==> src/rtl/udp_deframer.sv <==
// udp_deframer: removes the 8-byte UDP header from the IPv4 payload stream.
// Non-UDP and malformed datagrams are dropped. Output is trimmed to the UDP
// length, and trailing Ethernet padding is swallowed. Ports, IPs and payload
// length are presented as per-packet sideband, held until the next header.
//
// Ports:
//   clk, sresetn                 clock, synchronous active-low reset
//   axis_i_*                     IP payload stream + per-packet IP sideband
//   axis_o_*                     UDP payload stream + per-packet UDP sideband
//   stat_drop                    one-cycle pulse per discarded datagram
//   stat_truncated               one-cycle pulse when input ends before UDP length
//
// Build option: define UDP_PORT_FILTER_EN to accept only datagrams whose
// destination port equals LISTEN_PORT.
module udp_deframer #(
  parameter logic [15:0] LISTEN_PORT = 16'd0
) (
  input  logic        clk,
  input  logic        sresetn,
  input  logic [31:0] axis_i_tdata,
  input  logic [3:0]  axis_i_tkeep,
  input  logic        axis_i_tvalid,
  output logic        axis_i_tready,
  input  logic        axis_i_tlast,
  input  logic [15:0] axis_i_length_bytes,
  input  logic [7:0]  axis_i_protocol,
  input  logic [31:0] axis_i_src_ip,
  input  logic [31:0] axis_i_dst_ip,
  output logic [31:0] axis_o_tdata,
  output logic [3:0]  axis_o_tkeep,
  output logic        axis_o_tvalid,
  input  logic        axis_o_tready,
  output logic        axis_o_tlast,
  output logic [15:0] axis_o_length_bytes,
  output logic [15:0] axis_o_src_port,
  output logic [15:0] axis_o_dst_port,
  output logic [31:0] axis_o_src_ip,
  output logic [31:0] axis_o_dst_ip,
  output logic        stat_drop,
  output logic        stat_truncated
);

  localparam int unsigned AXIS_BYTES = 4;
  localparam int unsigned LEN_W      = 16;
  localparam logic [7:0]       PROTO_UDP   = 8'd17;
  localparam logic [LEN_W-1:0] UDP_HDR_LEN = LEN_W'(8);
  localparam logic [LEN_W-1:0] MIN_ULEN    = LEN_W'(9);

  typedef enum logic [1:0] {HDR0, HDR1, PAYLOAD, DROP} state_t;

  state_t           state, state_n;
  logic [LEN_W-1:0] rem, rem_n;
  logic             drop_n, trunc_n;
  logic             hdr_load, len_load;
  logic             beat, is_last, port_reject;
  logic [3:0]       keep_mask;
  logic [15:0]      hdr_src, hdr_dst, ulen;

  // Header fields arrive in network byte order, byte 0 in the low lane.
  assign hdr_src = {axis_i_tdata[7:0], axis_i_tdata[15:8]};
  assign hdr_dst = {axis_i_tdata[23:16], axis_i_tdata[31:24]};
  assign ulen    = {axis_i_tdata[7:0], axis_i_tdata[15:8]};

`ifdef UDP_PORT_FILTER_EN
  assign port_reject = (hdr_dst != LISTEN_PORT);
`else
  logic unused_listen_port;
  assign port_reject        = 1'b0;
  assign unused_listen_port = ^LISTEN_PORT;
`endif

  // Payload passes straight through; header and drop states always accept.
  assign axis_i_tready = (state == PAYLOAD) ? axis_o_tready : 1'b1;
  assign beat          = axis_i_tvalid && axis_i_tready;
  assign is_last       = (rem <= LEN_W'(AXIS_BYTES));

  // Valid-byte mask for the final beat; rem is 1..4 whenever it is used.
  always_comb begin
    keep_mask = 4'hF;
    case (rem[1:0])
      2'd1:    keep_mask = 4'h1;
      2'd2:    keep_mask = 4'h3;
      2'd3:    keep_mask = 4'h7;
      default: keep_mask = 4'hF;
    endcase
  end

  assign axis_o_tvalid = (state == PAYLOAD) && axis_i_tvalid;
  assign axis_o_tdata  = axis_i_tdata;
  assign axis_o_tkeep  = is_last ? keep_mask : axis_i_tkeep;
  assign axis_o_tlast  = is_last || axis_i_tlast;

  // Next-state and per-beat control.
  always_comb begin
    state_n  = state;
    rem_n    = rem;
    drop_n   = 1'b0;
    trunc_n  = 1'b0;
    hdr_load = 1'b0;
    len_load = 1'b0;
    unique case (state)
      HDR0: begin
        if (beat) begin
          hdr_load = 1'b1;
          if ((axis_i_protocol != PROTO_UDP) || port_reject || axis_i_tlast) begin
            drop_n  = 1'b1;
            state_n = axis_i_tlast ? HDR0 : DROP;
          end else begin
            state_n = HDR1;
          end
        end
      end
      HDR1: begin
        if (beat) begin
          if ((ulen < MIN_ULEN) || (ulen > axis_i_length_bytes) || axis_i_tlast) begin
            drop_n  = 1'b1;
            state_n = axis_i_tlast ? HDR0 : DROP;
          end else begin
            len_load = 1'b1;
            rem_n    = ulen - UDP_HDR_LEN;
            state_n  = PAYLOAD;
          end
        end
      end
      PAYLOAD: begin
        if (beat) begin
          if (is_last) begin
            // Anything after the UDP length is padding and is swallowed silently.
            state_n = axis_i_tlast ? HDR0 : DROP;
          end else begin
            rem_n = rem - LEN_W'(AXIS_BYTES);
            if (axis_i_tlast) begin
              trunc_n = 1'b1;
              state_n = HDR0;
            end
          end
        end
      end
      DROP: begin
        if (beat && axis_i_tlast) state_n = HDR0;
      end
      default: state_n = HDR0;
    endcase
  end

  // State, remaining-length counter, sideband and stat registers.
  always_ff @(posedge clk) begin
    if (!sresetn) begin
      state               <= HDR0;
      rem                 <= '0;
      axis_o_length_bytes <= '0;
      axis_o_src_port     <= '0;
      axis_o_dst_port     <= '0;
      axis_o_src_ip       <= '0;
      axis_o_dst_ip       <= '0;
      stat_drop           <= 1'b0;
      stat_truncated      <= 1'b0;
    end else begin
      state          <= state_n;
      rem            <= rem_n;
      stat_drop      <= drop_n;
      stat_truncated <= trunc_n;
      if (hdr_load) begin
        axis_o_src_port <= hdr_src;
        axis_o_dst_port <= hdr_dst;
        axis_o_src_ip   <= axis_i_src_ip;
        axis_o_dst_ip   <= axis_i_dst_ip;
      end
      if (len_load) axis_o_length_bytes <= rem_n;
    end
  end

endmodule

==> config.mk <==
export PLATFORM = sky130hd
export DESIGN_NAME = udp_deframer
export DESIGN_NICKNAME = d
export VERILOG_FILES = /design/src/rtl/udp_deframer.sv
export SDC_FILE = /design/constraint.sdc
export NUM_CORES = 1
export LEC_CHECK = 0
export CORE_ASPECT_RATIO = 0.9
export CORE_MARGIN = 2
export CORE_UTILIZATION = 43
export DETAILED_ROUTE_END_ITERATION = 10
export PLACE_DENSITY_LB_ADDON = 0.1
export SLEW_MARGIN = 15
export SYNTH_ARGS = -nofsm -noshare
export SYNTH_HDL_FRONTEND = slang
export SYNTH_SLANG_ARGS = --single-unit
export TNS_END_PERCENT = 5
==> constraint.sdc <==
create_clock -name clk -period 3.2 [get_ports clk]
set_input_delay 0.64 -clock clk [delete_from_list [all_inputs] [get_ports clk]]
set_output_delay 0.64 -clock clk [all_outputs]
set_load 0.1 [all_outputs]
* Yosys cells after proc, flatten, opt, wreduce, memory -nomap -nowiden
Index checks and enable logic that the tools add are counted.
** Word-level totals
- Word-level logic and storage cells :: 68
- Bits of input ports :: 129
- Register bits after elaboration :: 132
- Output and inout bits :: 153
** Operators by class
- Reduce and logical (&&, ||, !) cells :: 10
- Eq/ne operators :: 12
- $lt $le $gt $ge :: 3
- Bitwise gates (word level) :: 3
- $add $sub $neg :: 2
- Mux-type cells :: 29
** Operators by type and width (count)
- 16-bit 2-to-1 mux :: 4
- 16-bit one-hot mux with 2 select lines :: 1
- 2-bit 2-to-1 mux :: 9
- 16-bit > comparator :: 1
- 16-bit by 3-bit <= comparator with 1-bit output (second input constant) :: 1
- 16-bit by 4-bit < comparator with 1-bit output (second input constant) :: 1
- 16-bit by 3-bit subtractor with 16-bit output (second input constant) :: 1
- 16-bit by 4-bit subtractor with 16-bit output (second input constant) :: 1
- 4-bit one-hot mux with 3 select lines :: 1
- 1-bit 2-to-1 mux :: 11
- 2-bit equality test (second input constant) :: 4
- 2-bit != test (second input constant) :: 4
- 8-bit by 5-bit != test with 1-bit output (second input constant) :: 1
- 2-bit one-hot mux with 4 select lines :: 1
- 5-bit AND reduction :: 1
- 2-bit by 1-bit equality test with 1-bit output (second input constant) :: 2
- 1-bit logical OR :: 4
- 4-bit 2-to-1 mux :: 1
- 4-bit OR reduction :: 1
- 1-bit logical AND :: 3
- 3-bit != test (second input constant) :: 1
- 1-bit NOT :: 3
- 2-bit logical NOT :: 1
- 1-bit one-hot mux with 2 select lines :: 1

* Depth between registers and ports, before layout
Gate-level depths: netlist of run 1.
- Depth in word-level cells :: 6
- Depth in mapped cells :: 10
- Mapped depth without buffers :: 9

* Worst setup path after synthesis of run 1
Ideal clock, no wire load.
- Path kind :: reg2out
- From :: register rem[6]
- To :: output axis_o_tkeep[1]
- Cell stages (with the launch flop) :: 6
- Setup slack :: -0.761 ns
- Path buffers :: 1
- Required time :: 2.560 ns
- Arrival time :: 3.321 ns
- Path through :: dfxtp_1 > buf_6 > or4_4 > nor2_4 > nand2_2 > o21ai_0
** On the way
- Word-level cells in the longest chain between the ends :: 2
** Ends and longest elaborated chain
- from (decl) :: line 52 : logic [LEN_W-1:0] rem, rem_n;
- from (signal assigned) :: line 160 : rem <= rem_n;
- 16-bit by 3-bit <= comparator with 1-bit output :: line 75 : assign is_last = (rem <= LEN_W'(AXIS_BYTES));
- 4-bit 2-to-1 mux :: line 90 : assign axis_o_tkeep = is_last ? keep_mask : axis_i_tkeep;
- to (decl) :: line 30 : output logic [3:0] axis_o_tkeep,
No other way between the ends.

* Final worst setup path of run 1
- From :: input axis_i_length_bytes[13]
- To :: register stat_drop
** On the way
- Word-level cells in the longest chain between the ends :: 6
** Ends and longest elaborated chain
- from (decl) :: line 25 : input logic [15:0] axis_i_length_bytes,
- 16-bit > comparator :: line 115 : if ((ulen < MIN_ULEN) || (ulen > axis_i_length_bytes) || axis_i_tlast) begin
- 1-bit logical OR (2 in series) :: line 115
- 1-bit 2-to-1 mux :: line 115
- 1-bit 2-to-1 mux :: line 114 : if (beat) begin
- 1-bit one-hot mux with 2 select lines :: line 101 : unique case (state)
- to (signal assigned) :: line 161 : stat_drop <= drop_n;
- to (decl) :: line 39 : output logic stat_drop,
No other way between the ends.
A chain may end at the register's enable or synchronous reset.

==> results_dict.tcl, run 1 <==
set metrics [dict create \
    crit_slowest_cell "a2111oi_1" \
    drt-wirelength-per-cell_microns 17.2 \
    core-area_sq_mm 0.0147 \
    synth_cell_types 69 \
    die_height_microns 120 \
    start_kind "primary input" \
    rsz0062_at_grt "false" \
    async_flop_share 0 \
    synth_area_leaders "dfxtp_1 41%, nand2_1 14%, a21oi_1 8.8%, ha_1 5.0%, buf_4 3.8%" \
    cpPeakStageDelay_ns 0.52 \
    viasPerCell 5.18 \
    setup_viol 0 \
    syn_area_sq_mm 0.00648 \
    cp.required_ns 3.47 \
    cp.arrival_ns 3.37 \
    hold_buffers 0 \
    ys_warn_count 0 \
    outcome "finished clean" \
    clkTransAtPathRegs_ns 0.06 \
    fillers 1275 \
    path_buf_inv 3 \
    numPortBuffers 281 \
    fmax_mhz 322 \
    drc 0 \
    clock-sinks 132 \
    period_share 0.969 \
    final_cell_mix "235 x nand2_1, 179 x buf_4, 132 x dfxtp_1" \
    path_cells "clkdlybuf4s50_1, inv_1, ha_1, nand4_1, nor4_1, a21boi_1, o31a_2, buf_4, o31ai_1, a2111oi_1" \
    first_pass_iters 4 \
    synth-seq-cells 132 \
    end_kind "register" \
    path_delay_family "compound AO/OA/AOI/OAI gates" \
    final_max_slew_viol_count 0 \
    start_util 0.441 \
    dp_slack_ns -0.324 \
    fin_hold_ws_ns 0.452 \
    place_hpwl_microns 16800 \
    period_minus_slack_ns 3.10 \
    grtUsageTotal 0.280 \
    fin_worst_skew_ns 0.00897 \
    slew_headroom 0.502 \
    gr-total-overflow 0 \
    drt_iter0_markers 579 \
    crit_type "in2reg" \
    avgSynthCellArea_sq_um 7.74 \
    drive_gt1_frac 0.226 \
    synth_nets 992 \
    vias 6787 \
    synth_top_area_cell "dfxtp_1" \
    h-tree-depth 4 \
    hold_viol 0 \
    chipWidth_microns 133 \
    path_max_fanout 10 \
    clock_latency_ns 0.42 \
    grt_pass1_wl_microns 35100 \
    synthCells 837 \
    worstMarginPinSlew_ns 0.747 \
    timing.final.ws_setup_ns 0.0979 \
    root_buffer "clkbuf_16" \
    peakVddDrop_mv 0.480 \
    synth-main-ff-cell "dfxtp_1" \
    antenna_found_initial 0 \
    synth_edf_count 0 \
    p_leak_nw 4.25 \
    antenna_cells 0 \
    grt_max_degree 87 \
    syn2layout_area_growth_pct 53.9 \
    rows 42 \
    power_density_mw_per_mm2 658 \
    clk_path_buf_depth 2 \
    ant_nets 0 \
    die_area_sq_mm 0.0161 \
    gp_congestion 0.903 \
    seq_area_frac_synth 0.408 \
    hold_class "reg2reg" \
    tritoncts "yes" \
    finalNetCount 1255 \
    post_cts_resize_count 0 \
    drv_cap 0 \
    grt_pass1_vias 6553 \
    postRouteWirelength_microns 22600 \
    cts_buffers 17 \
    synth_top_area_frac 0.408 \
    final_common_cell "nand2_1" \
    pin_count 282 \
    post-cts-setup-buffers 0 \
]
==> final cells by class <==
type	count	area [sq um]	share of cell area
sequential	132	2640	0.265
inverter	32	121	0.0122
tap	198	248	0.0248
clock buffer	18	429	0.0430
multi-input combinational	591	3280	0.329
timing repair buffer	326	3010	0.301
clock inverter	14	249	0.0250
==> synthesized netlist by cell type (9+ instances only) <==
| cell | number |
|---|---|
| a21oi_1 | 114 |
| inv_1 | 30 |
| buf_4 | 33 |
| o21ai_0 | 25 |
| ha_1 | 26 |
| a31oi_1 | 9 |
| nor3_1 | 14 |
| nand3_1 | 14 |
| nand2_1 | 236 |
| dfxtp_1 | 132 |
| clkbuf_1 | 38 |
| nor2_1 | 27 |
==> path summary, 6_finish.rpt <==
check        depth (start not counted)                          start                       endpoint  slack [ns]
max                                 10        axis_i_length_bytes[13]           stat_drop$_SDFF_PN0_         0.1
min                                  2  axis_o_dst_ip[6]$_SDFFE_PN0P_  axis_o_dst_ip[6]$_SDFFE_PN0P_        0.45
max reg2reg                          9          state[0]$_SDFFE_PN0P_             rem[15]$_SDFF_PN0_        0.43
min reg2reg                          2  axis_o_dst_ip[6]$_SDFFE_PN0P_  axis_o_dst_ip[6]$_SDFFE_PN0P_        0.45
==> worst reg2reg max path, stage by stage, from the launching register on <==
cell	delay, ns
dfxtp_1	0.39
inv_1	0.08
ha_1	0.60
or4b_1	0.56
nor2_1	0.11
nand4_1	0.16
nor3_1	0.22
xor2_1	0.09
a22oi_1	0.31
a21oi_1	0.11
==> logic make-up after synthesis <==
logic type                 synth area share
AOI/OAI and AO/OA                     0.188
buffers and inverters                0.0882
adders and majority gates            0.0502
muxes                                0.0125
xor gates and xnor gates             0.0201
DFF                                   0.408
and+or+nand+nor                       0.234
==> per-layer routing <==
metal	vias up	wire, microns	track usage
met2	293	10600	0.451
li1	3344	-	-
met4	0	427	0.0824
met3	34	2030	0.0876
met5	-	0	0
met1	3116	9600	0.361
==> report_power, final <==
group	leakage (nW)	switching, mW	internal, mW	total, mW
logic	2.85	1.82	0.648	2.47
clock network	0.326	0.772	1.47	2.24
registers	1.08	0.0724	1.78	1.85
==> state kept, by name, summed over array words and instances (netlist names) <==
register and flops:
axis_o_dst_ip 32, axis_o_src_ip 32, axis_o_dst_port 16, axis_o_length_bytes 16
axis_o_src_port 16, rem 16, state 2, stat_drop 1
stat_truncated 1
==> stage by stage <==
| stage | total power [mW] | cell area [sq um] | utilization | setup TNS [ns] | cells |
|---|---|---|---|---|---|
| final | 6.57 | 9980 | 0.678 | 0 | 1311 |
| after global routing | 6.81 | 9980 | 0.678 | 0 | 1311 |
| after CTS | 6.60 | 9980 | 0.678 | 0 | 1311 |
| after detailed placement | 4.35 | 9300 | 0.632 | -2.57 | 1279 |
| after global placement | 4.34 | 9300 | 0.632 | -1.47 | 1279 |
| after floorplan | 3.63 | 6480 | - | -0.0106 | 837 |
Note: power is estimated with default switching activity, not from simulation.
==> run 2, diff against run 1 <==
--- a/config.mk
+++ b/config.mk
@@ -7,7 +7,7 @@
 export LEC_CHECK = 0
 export CORE_ASPECT_RATIO = 0.9
 export CORE_MARGIN = 2
-export CORE_UTILIZATION = 43
+export CORE_UTILIZATION = 30
 export DETAILED_ROUTE_END_ITERATION = 10
 export PLACE_DENSITY_LB_ADDON = 0.1
 export SLEW_MARGIN = 15
==> run 2 against run 1 <==
Critical path depth did not move; cell area rose by 2.1%; sequential power barely moved; utilization fell by 20 points; critical path type unchanged; largest cell class unchanged; largest power group unchanged; die area rose by 42%; routed wire length rose by 5.7%.
==> results_dict.tcl, run 2 (synthesis gave the netlist of run 1 again) <==
set metrics [dict create \
    power_density_mw_per_mm2 638 \
    final_common_cell "nand2_1" \
    viasPerCell 4.73 \
    path_max_fanout 9 \
    drt_iter0_markers 441 \
    drt-wirelength-per-cell_microns 16.9 \
    grtUsageTotal 0.207 \
    final_cell_mix "235 x nand2_1, 185 x buf_4, 132 x dfxtp_1" \
    start_kind "primary input" \
    pin_count 282 \
    totalPowerFinal_mw 6.50 \
    ant_nets 0 \
    antenna_cells 0 \
    antenna_found_initial 0 \
    rows 51 \
    wl_met2_microns 10600 \
    clock-sinks 132 \
    die_height_microns 143 \
    h-tree-depth 4 \
    maxUsedRoutingLayer "met4" \
    final_area_sq_mm 0.0102 \
    fin_setup_tns_ns 0 \
    fin_worst_skew_ns 0.0112 \
    routed-wl-met3_microns 1990 \
    placed_cell_area_sq_mm 0.00953 \
    grt_pass1_wl_microns 36800 \
    rsz0062_at_grt "false" \
    tritoncts "yes" \
    hold_class "reg2reg" \
    postRouteWirelength_microns 23900 \
    p_leak_nw 4.30 \
    cp.required_ns 3.53 \
    chipWidth_microns 159 \
    grt_max_degree 44 \
    peakVddDrop_mv 0.302 \
    numPortBuffers 281 \
    final_max_slew_viol_count 0 \
    syn2layout_area_growth_pct 57.1 \
    fmax_mhz 336 \
    clock_latency_ns 0.43 \
    cp.arrival_ns 3.31 \
    crit_type "in2reg" \
    gr-total-overflow 0 \
    gp_congestion 0.902 \
    hold_viol 0 \
    place_hpwl_microns 18200 \
    outcome "finished clean" \
    period_share 0.931 \
    hold_buffers 0 \
    die_area_sq_mm 0.0228 \
    wl_met1_microns 10900 \
    period_minus_slack_ns 2.98 \
    root_buffer "clkbuf_16" \
    drv_cap 0 \
    slew_headroom 0.525 \
    finalNetCount 1265 \
    clkTransAtPathRegs_ns 0.06 \
    drc 0 \
    finish.utilization 0.475 \
    end_kind "register" \
    first_pass_iters 5 \
    grt_pass1_vias 6443 \
    core-area_sq_mm 0.0214 \
    drive_gt1_frac 0.234 \
    start_util 0.302 \
    setup_viol 0 \
    clk_path_buf_depth 2 \
    r2r_slack_ns 0.66 \
    vias 6691 \
    cts_buffers 17 \
    worstMarginPinSlew_ns 0.712 \
    top_regs "axis_o_dst_ip (32), axis_o_src_ip (32)" \
]
## run 2: cell types whose count changed in the layout (fill, tap and decap cells not counted), sizes merged
cell      before  now
clkinv         6    5
inv           33   34
bufinv         6    4
clkinvlp       1    3
buf          198  208
## run 2: critical path: stages
cell	delay (ns)
clkdlybuf4s50_1	0.49
ha_1	0.34
nand4_1	0.22
nor4_2	0.36
a21boi_1	0.23
o31a_2	0.33
buf_4	0.17
o21ai_0	0.08
a211o_1	0.31
a21oi_1	0.13
## run 2: metrics by stage
step           hold WS, ns  setup slack (ns)  std cells
3_5_place_dp         0.447            -0.285       1381
2_1_floorplan        0.446          -0.00530        837
5_1_grt              0.469            0.0186       1414
6_report             0.454             0.221       1414
3_3_place_gp         0.443            -0.133       1381
4_1_cts              0.455            0.0979       1413
## run 2: area by class of cell
cell class,count,area [sq um]
Fill cell,2190,11300
Multi-Input combinational cell,591,3300
Timing Repair Buffer,336,3130
Sequential cell,132,2640
Clock buffer,18,429
Tap cell,291,364
Clock inverter,14,200
Inverter,32,121
## run 2: per-layer routing
metal	global-route usage	vias up
met3	0.0690	25
met5	0	-
met4	0.0636	0
li1	-	3365
met1	0.270	3049
met2	0.326	252
## run 2: path summary, 6_finish.rpt
kind | startpoint | endpoint | cells past startpoint
setup reg to reg | rem[2]$_SDFF_PN0_ | axis_o_length_bytes[14]$_SDFFE_PN0P_ | 9
hold / removal | axis_o_src_ip[21]$_SDFFE_PN0P_ | axis_o_src_ip[21]$_SDFFE_PN0P_ | 2
hold reg to reg | axis_o_src_ip[21]$_SDFFE_PN0P_ | axis_o_src_ip[21]$_SDFFE_PN0P_ | 2
setup / recovery | axis_i_tdata[7] | state[0]$_SDFFE_PN0P_ | 10
## run 2: power breakdown
part / switching, mW / total, mW / internal [mW]
logic: 1.84 / 2.53 / 0.690
clock network: 0.806 / 2.12 / 1.31
registers: 0.0731 / 1.85 / 1.78
## run 2: timing repair
item | 4_1_cts | 5_1_grt
setup buffers | 0 | 1
setup endpoints to repair | 0 | 3
gates resized for setup | 0 | 3
